## src/rtl/multiword_add_seq.sv

```systemverilog
// multiword_add_seq: sequences a BW*NW-bit add through an external registered
// BW-bit adder, one word per ISSUE/WAIT pair, least significant word first.
// Optional feature: define MULTIWORD_ADD_SEQ_SUB_EN to add the in_sub port
// (wide subtraction a - b via inverted b words and a forced word-0 carry).
module multiword_add_seq #(
  parameter int BW = 32,
  parameter int NW = 4
) (
  input  logic             clk,
  input  logic             resetn,
  input  logic             in_valid,
  output logic             in_ready,
  input  logic [BW*NW-1:0] in_a,
  input  logic [BW*NW-1:0] in_b,
  input  logic             in_cin,
  input  logic             in_abort,
`ifdef MULTIWORD_ADD_SEQ_SUB_EN
  input  logic             in_sub,
`endif
  output logic [BW-1:0]    add_a,
  output logic [BW-1:0]    add_b,
  output logic             add_cin,
  input  logic [BW-1:0]    add_sum,
  input  logic             add_cout,
  output logic             out_valid,
  input  logic             out_ready,
  output logic [BW*NW-1:0] out_sum,
  output logic             out_cout
);

  localparam int KW = (NW > 1) ? $clog2(NW) : 1;
  localparam int W  = BW * NW;

  typedef enum logic [1:0] {IDLE, ISSUE, WAIT, DONE} state_t;

  state_t          state_q;
  logic [KW-1:0]   k_q;
  logic [W-1:0]    a_q;
  logic [W-1:0]    b_q;      // already inverted when subtracting
  logic [W-1:0]    res_q;    // partial result, words 0..k-1 valid
  logic            carry_q;  // carry into word k

  logic [W-1:0]    b_acc;
  logic            c_acc;
  logic [W-1:0]    res_d;
  logic            last_k;
  int              kn;

  // Operand conditioning at acceptance: subtraction folds into addition of ~b + 1.
  always_comb begin
    b_acc = in_b;
    c_acc = in_cin;
`ifdef MULTIWORD_ADD_SEQ_SUB_EN
    if (in_sub) begin
      b_acc = ~in_b;
      c_acc = 1'b1;
    end
`endif
  end

  // Merge the adder's word into the partial result and pick the next word index.
  always_comb begin
    res_d                 = res_q;
    res_d[k_q*BW +: BW]   = add_sum;
    last_k                = (k_q == KW'(NW - 1));
    kn                    = last_k ? 0 : int'(k_q) + 1;
  end

  // Sequencer FSM; every output is a register so the adder sees clean drives.
  always_ff @(posedge clk or negedge resetn) begin
    if (!resetn) begin
      state_q   <= IDLE;
      k_q       <= '0;
      a_q       <= '0;
      b_q       <= '0;
      res_q     <= '0;
      carry_q   <= 1'b0;
      add_a     <= '0;
      add_b     <= '0;
      add_cin   <= 1'b0;
      in_ready  <= 1'b1;
      out_valid <= 1'b0;
      out_sum   <= '0;
      out_cout  <= 1'b0;
    end else if (in_abort && state_q != IDLE) begin
      // Abort wins over out_ready and in_valid; the published result is kept.
      state_q   <= IDLE;
      k_q       <= '0;
      carry_q   <= 1'b0;
      add_a     <= '0;
      add_b     <= '0;
      add_cin   <= 1'b0;
      in_ready  <= 1'b1;
      out_valid <= 1'b0;
    end else begin
      case (state_q)
        IDLE: begin
          if (in_valid) begin
            a_q      <= in_a;
            b_q      <= b_acc;
            carry_q  <= c_acc;
            k_q      <= '0;
            add_a    <= in_a[BW-1:0];
            add_b    <= b_acc[BW-1:0];
            add_cin  <= c_acc;
            in_ready <= 1'b0;
            state_q  <= ISSUE;
          end
        end
        ISSUE: state_q <= WAIT;
        WAIT: begin
          res_q   <= res_d;
          carry_q <= add_cout;
          if (last_k) begin
            out_sum   <= res_d;
            out_cout  <= add_cout;
            out_valid <= 1'b1;
            add_a     <= '0;
            add_b     <= '0;
            add_cin   <= 1'b0;
            state_q   <= DONE;
          end else begin
            k_q     <= k_q + 1'b1;
            add_a   <= a_q[kn*BW +: BW];
            add_b   <= b_q[kn*BW +: BW];
            add_cin <= add_cout;
            state_q <= ISSUE;
          end
        end
        DONE: begin
          if (out_ready) begin
            out_valid <= 1'b0;
            in_ready  <= 1'b1;
            state_q   <= IDLE;
          end
        end
        default: state_q <= IDLE;
      endcase
    end
  end

endmodule

```

## config.mk

```make
export PLATFORM = sky130hd
export DESIGN_NAME = multiword_add_seq
export DESIGN_NICKNAME = d
export VERILOG_FILES = /design/src/rtl/multiword_add_seq.sv
export SDC_FILE = /design/constraint.sdc
export NUM_CORES = 1
export LEC_CHECK = 0
export ABC_AREA = 1
export BUFFER_PORTS_ARGS = -buffer_cell sky130_fd_sc_hd__buf_2
export CORE_AREA = 2 2 246 248
export CTS_CLUSTER_SIZE = 25
export DETAILED_ROUTE_END_ITERATION = 10
export DIE_AREA = 0 0 248 250
export PLACE_DENSITY_LB_ADDON = 0.2
export SLEW_MARGIN = 20
export SYNTH_ARGS = -nofsm -noshare
export SYNTH_HDL_FRONTEND = slang
export SYNTH_SLANG_ARGS = --single-unit
```

## constraint.sdc

```tcl
create_clock -name clk -period 2 [get_ports clk]
set_input_delay 0.4 -clock clk [delete_from_list [all_inputs] [get_ports clk]]
set_output_delay 0.4 -clock clk [all_outputs]
set_load 0.005 [all_outputs]
```

==> load_flow_metrics.sql <==
INSERT INTO impl_metrics (metric_group, metric, value, unit) VALUES
('setup_path', 'critical_path_maximum_fanout', '34', ''),
('clock_tree', 'cts_num_sinks', '584', ''),
('placed_design', 'dp.cells', '4561', ''),
('timing', 'fmax', '532', 'MHz'),
('timing', 'grt_setup_unrepaired', 'no', ''),
('final_layout', 'count_of_placed_standard_cells_in_the_final_layout_fillers_left_out', '4881', ''),
('final_layout', 'multiInputGateArea', '9950', 'sq um'),
('floorplan', 'core_area', '59600', 'sq um'),
('timing', 'post-route-period-util', '94.0', '%'),
('yosys', 'synthesis.area_per_instance', '7.77', 'sq um'),
('timing', 'final_period_minus_worst_setup_slack', '1880', 'ps'),
('global_route', 'grt_usage', '27.8', '%'),
('power_and_ir_drop', 'irDropWorstVdd', '0.709', 'mV'),
('setup_path', 'required', '2510', 'ps'),
('final_layout', 'layout.area.seq', '14600', 'sq um'),
('setup_path', 'critical_path.most_common_cell', 'sky130_fd_sc_hd__nand2_1', ''),
('yosys', 'yosys_warnings', '0', ''),
('timing', 'holdWs', '21.2', 'ps'),
('global_route', 'largest_net_degree_at_the_start_of_global_routing', '133', ''),
('timing', 'final_max_slew_viol_count', '0', ''),
('yosys', 'synth_top_area_share', '55.3', '%'),
('yosys', 'synthesis.nets', '3699', ''),
('yosys', 'post-synth-top-area-cell', 'sky130_fd_sc_hd__dfrtp_1', ''),
('floorplan', 'initial_utilization', '44.3', '%'),
('drt', 'count_of_vias_placed_by_the_detailed_router', '24577', ''),
('power_and_ir_drop', 'total_leakage_power', '18.8', 'nW'),
('global_route', 'grt_pass1_vias', '23966', ''),
('floorplan', 'design.die.area', '62000', 'sq um'),
('setup_path', 'data_arrival_time_of_the_worst_path', '2390', 'ps'),
('final_layout', 'fillers', '5297', ''),
('drt', 'route.antenna.remaining_nets', '0', ''),
('setup_path', 'worst_path_max_stage_delay', '440', 'ps'),
('drt', 'route.detailed.wl_per_inst', '17.7', 'um'),
('placed_design', 'input_output_buffers', '490', ''),
('final_layout', 'final_design_area_excluding_fillers', '34500', 'sq um'),
('final_layout', 'design.final.nets', '4349', ''),
('yosys', 'netlist_instances', '3398', ''),
('floorplan', 'fp.dieW', '248', 'um'),
('setup_path', 'timing_worst_setup_path_type', 'reg2reg', ''),
('status', 'run_status', 'completed', ''),
('yosys', 'post_synthesis_instance_area', '26400', 'sq um'),
('floorplan', 'rows', '90', ''),
('final_layout', 'commonest_non_fill_non_tap_cell_in_the_layout', 'sky130_fd_sc_hd__nand2_1', ''),
('floorplan', 'boundaryPins', '491', ''),
('clock_tree', 'root_buf_cell', 'sky130_fd_sc_hd__clkbuf_16', ''),
('clock_tree', 'tritoncts', 'yes', ''),
('setup_path', 'crit_path_start_kind', 'flip-flop', ''),
('timing', 'tightestPinTransition', '639', 'ps'),
('global_route', 'grt.met1_usage', '39.1', '%'),
('clock_tree', 'clk_pin_slew', '60', 'ps'),
('min_path', 'hp-class', 'in2reg', ''),
('drt', 'route.final.wire_length', '86600', 'um'),
('setup_path', 'cells_traversed_along_the_worst_timing_path', 'inv_1 -> ha_4 -> buf_4 -> nand3_1 -> nand3_1 -> nand2_1 -> nand2_1 -> nand2_1', ''),
('drt', 'dr.pass1.iters', '5', ''),
('clock_tree', 'clk_latency', '630', 'ps'),
('drt', 'vias_per_cell', '5.04', ''),
('global_route', 'residual_overflow_from_global_routing', '0', ''),
('floorplan', 'die_y', '250', 'um'),
('global_route', 'use_met2', '43.6', '%'),
('global_route', 'grt_antenna_before_repair', '6', ''),
('final_layout', 'mostFrequentLayoutCells', 'sky130_fd_sc_hd__nand2_1 (1,902), sky130_fd_sc_hd__dfrtp_1 (582), sky130_fd_sc_hd__buf_2 (489)', ''),
('yosys', 'post_synth_main_area_contributors', 'sky130_fd_sc_hd__dfrtp_1 (55%), sky130_fd_sc_hd__nand2_1 (27%), sky130_fd_sc_hd__nand3_1 (4.0%)', ''),
('timing', 'timing_hold_violations_final', '0', ''),
('setup_path', 'critical-path-slowest-cell', 'sky130_fd_sc_hd__buf_4', ''),
('global_route', 'gr-usage-met3', '4.81', '%'),
('global_route', 'global_route_wire_length_before_repair', '135000', 'um'),
('drt', 'route.detailed.drc', '0', ''),
('yosys', 'synth.lib_cells_used.distinct', '23', ''),
('timing', 'skew', '21.5', 'ps'),
('placed_design', 'routabilityCongestion', '0.848', ''),
('timing', 'final_setup_vio_count', '0', '');
where the power goes:
| part | switching (mW) | leakage [nW] | internal, mW |
|---|---|---|---|
| sequential | 1.25 | 7.36 | 14.6 |
| combinational | 4.68 | 10.4 | 3.11 |
| clock | 4.79 | 1.03 | 7.11 |
cells in the mapped netlist (all sizes together):
cell type  count
nand2       1907
dfrtp        583
nand3        211
inv          185
buf          161
o21ai        144
o22ai        128
clkbuf        58
nor2           8
ha             6
nand4          2
a22oi          1
clkinv         1
dfstp          1
or2            1
or3            1
state kept, by name, indices dropped and copies added (netlist names):
signal / count
out_valid: 1
add_cin: 1
k_q: 2
add_b: 32
state_q: 2
add_a: 32
res_q: 128
out_sum: 128
b_q: 128
in_ready: 1
out_cout: 1
a_q: 128
what timing repair did:
item                                   4_1_cts  5_1_grt
resized for setup                            0        2
endpoints found under the hold margin      384        1
hold buffers                               204        1
setup buffers                                0        1
setup endpoints to repair                    0        3
routing by layer:
layer / vias up / share of wire [%]
met4: 8 / 3.4
met3: 208 / 7.1
met1: 11519 / 44
met5: - / 0.046
met2: 991 / 46
li1: 11851 / -
critical path: cells and delay by family (launching register included):
kind,cells,cell delay (ps)
buffers and inverters,2,570
AND/OR/NAND/NOR,5,460
flip-flops,1,390
adder cells (fa/ha/maj),1,310
worst paths after layout:
check / end / startpoint / slack [ps] / cells after the start
max in group asynchronous: add_b[15] / resetn / 870 / 4
worst min-delay path: a_q[14] / in_a[14] / 20 / 3
worst max register to register: add_a[13] / k_q[1] / 120 / 8
worst min register to register: add_b[8] / add_b[8] / 470 / 2
worst max-delay path: add_a[13] / k_q[1] / 120 / 8
min in group asynchronous: res_q[83] / resetn / 260 / 2
cells by family after synthesis:
family / count (synthesis) / share of synthesized area [%]
AOI/OAI and AO/OA: 273 / 5.79
adders and majority gates: 6 / 0.284
buffers and inverters: 405 / 7.14
DFF: 584 / 55.4
and+or+nand+nor: 2130 / 31.4
per-stage QoR:
| stage | setup TNS, ps | setup WS (ps) | total power [mW] |
|---|---|---|---|
| floorplan | -1110 | -28.0 | 20.6 |
| global placement | 0 | 139 | 23.2 |
| detailed placement | 0 | 125 | 23.4 |
| CTS | 0 | 112 | 35.7 |
| global route | 0 | 11.8 | 37.6 |
| finish | 0 | 121 | 35.5 |
final cells by class:
class	instances	share of cell area, %
multi-input combinational	2409	28.8
clock buffer	96	5.40
sequential	584	42.4
timing repair buffer	806	17.8
inverter	186	2.07
tap	782	2.84
clock inverter	16	0.686
antenna	2	0.0145
(Power assumes the default switching activity.)
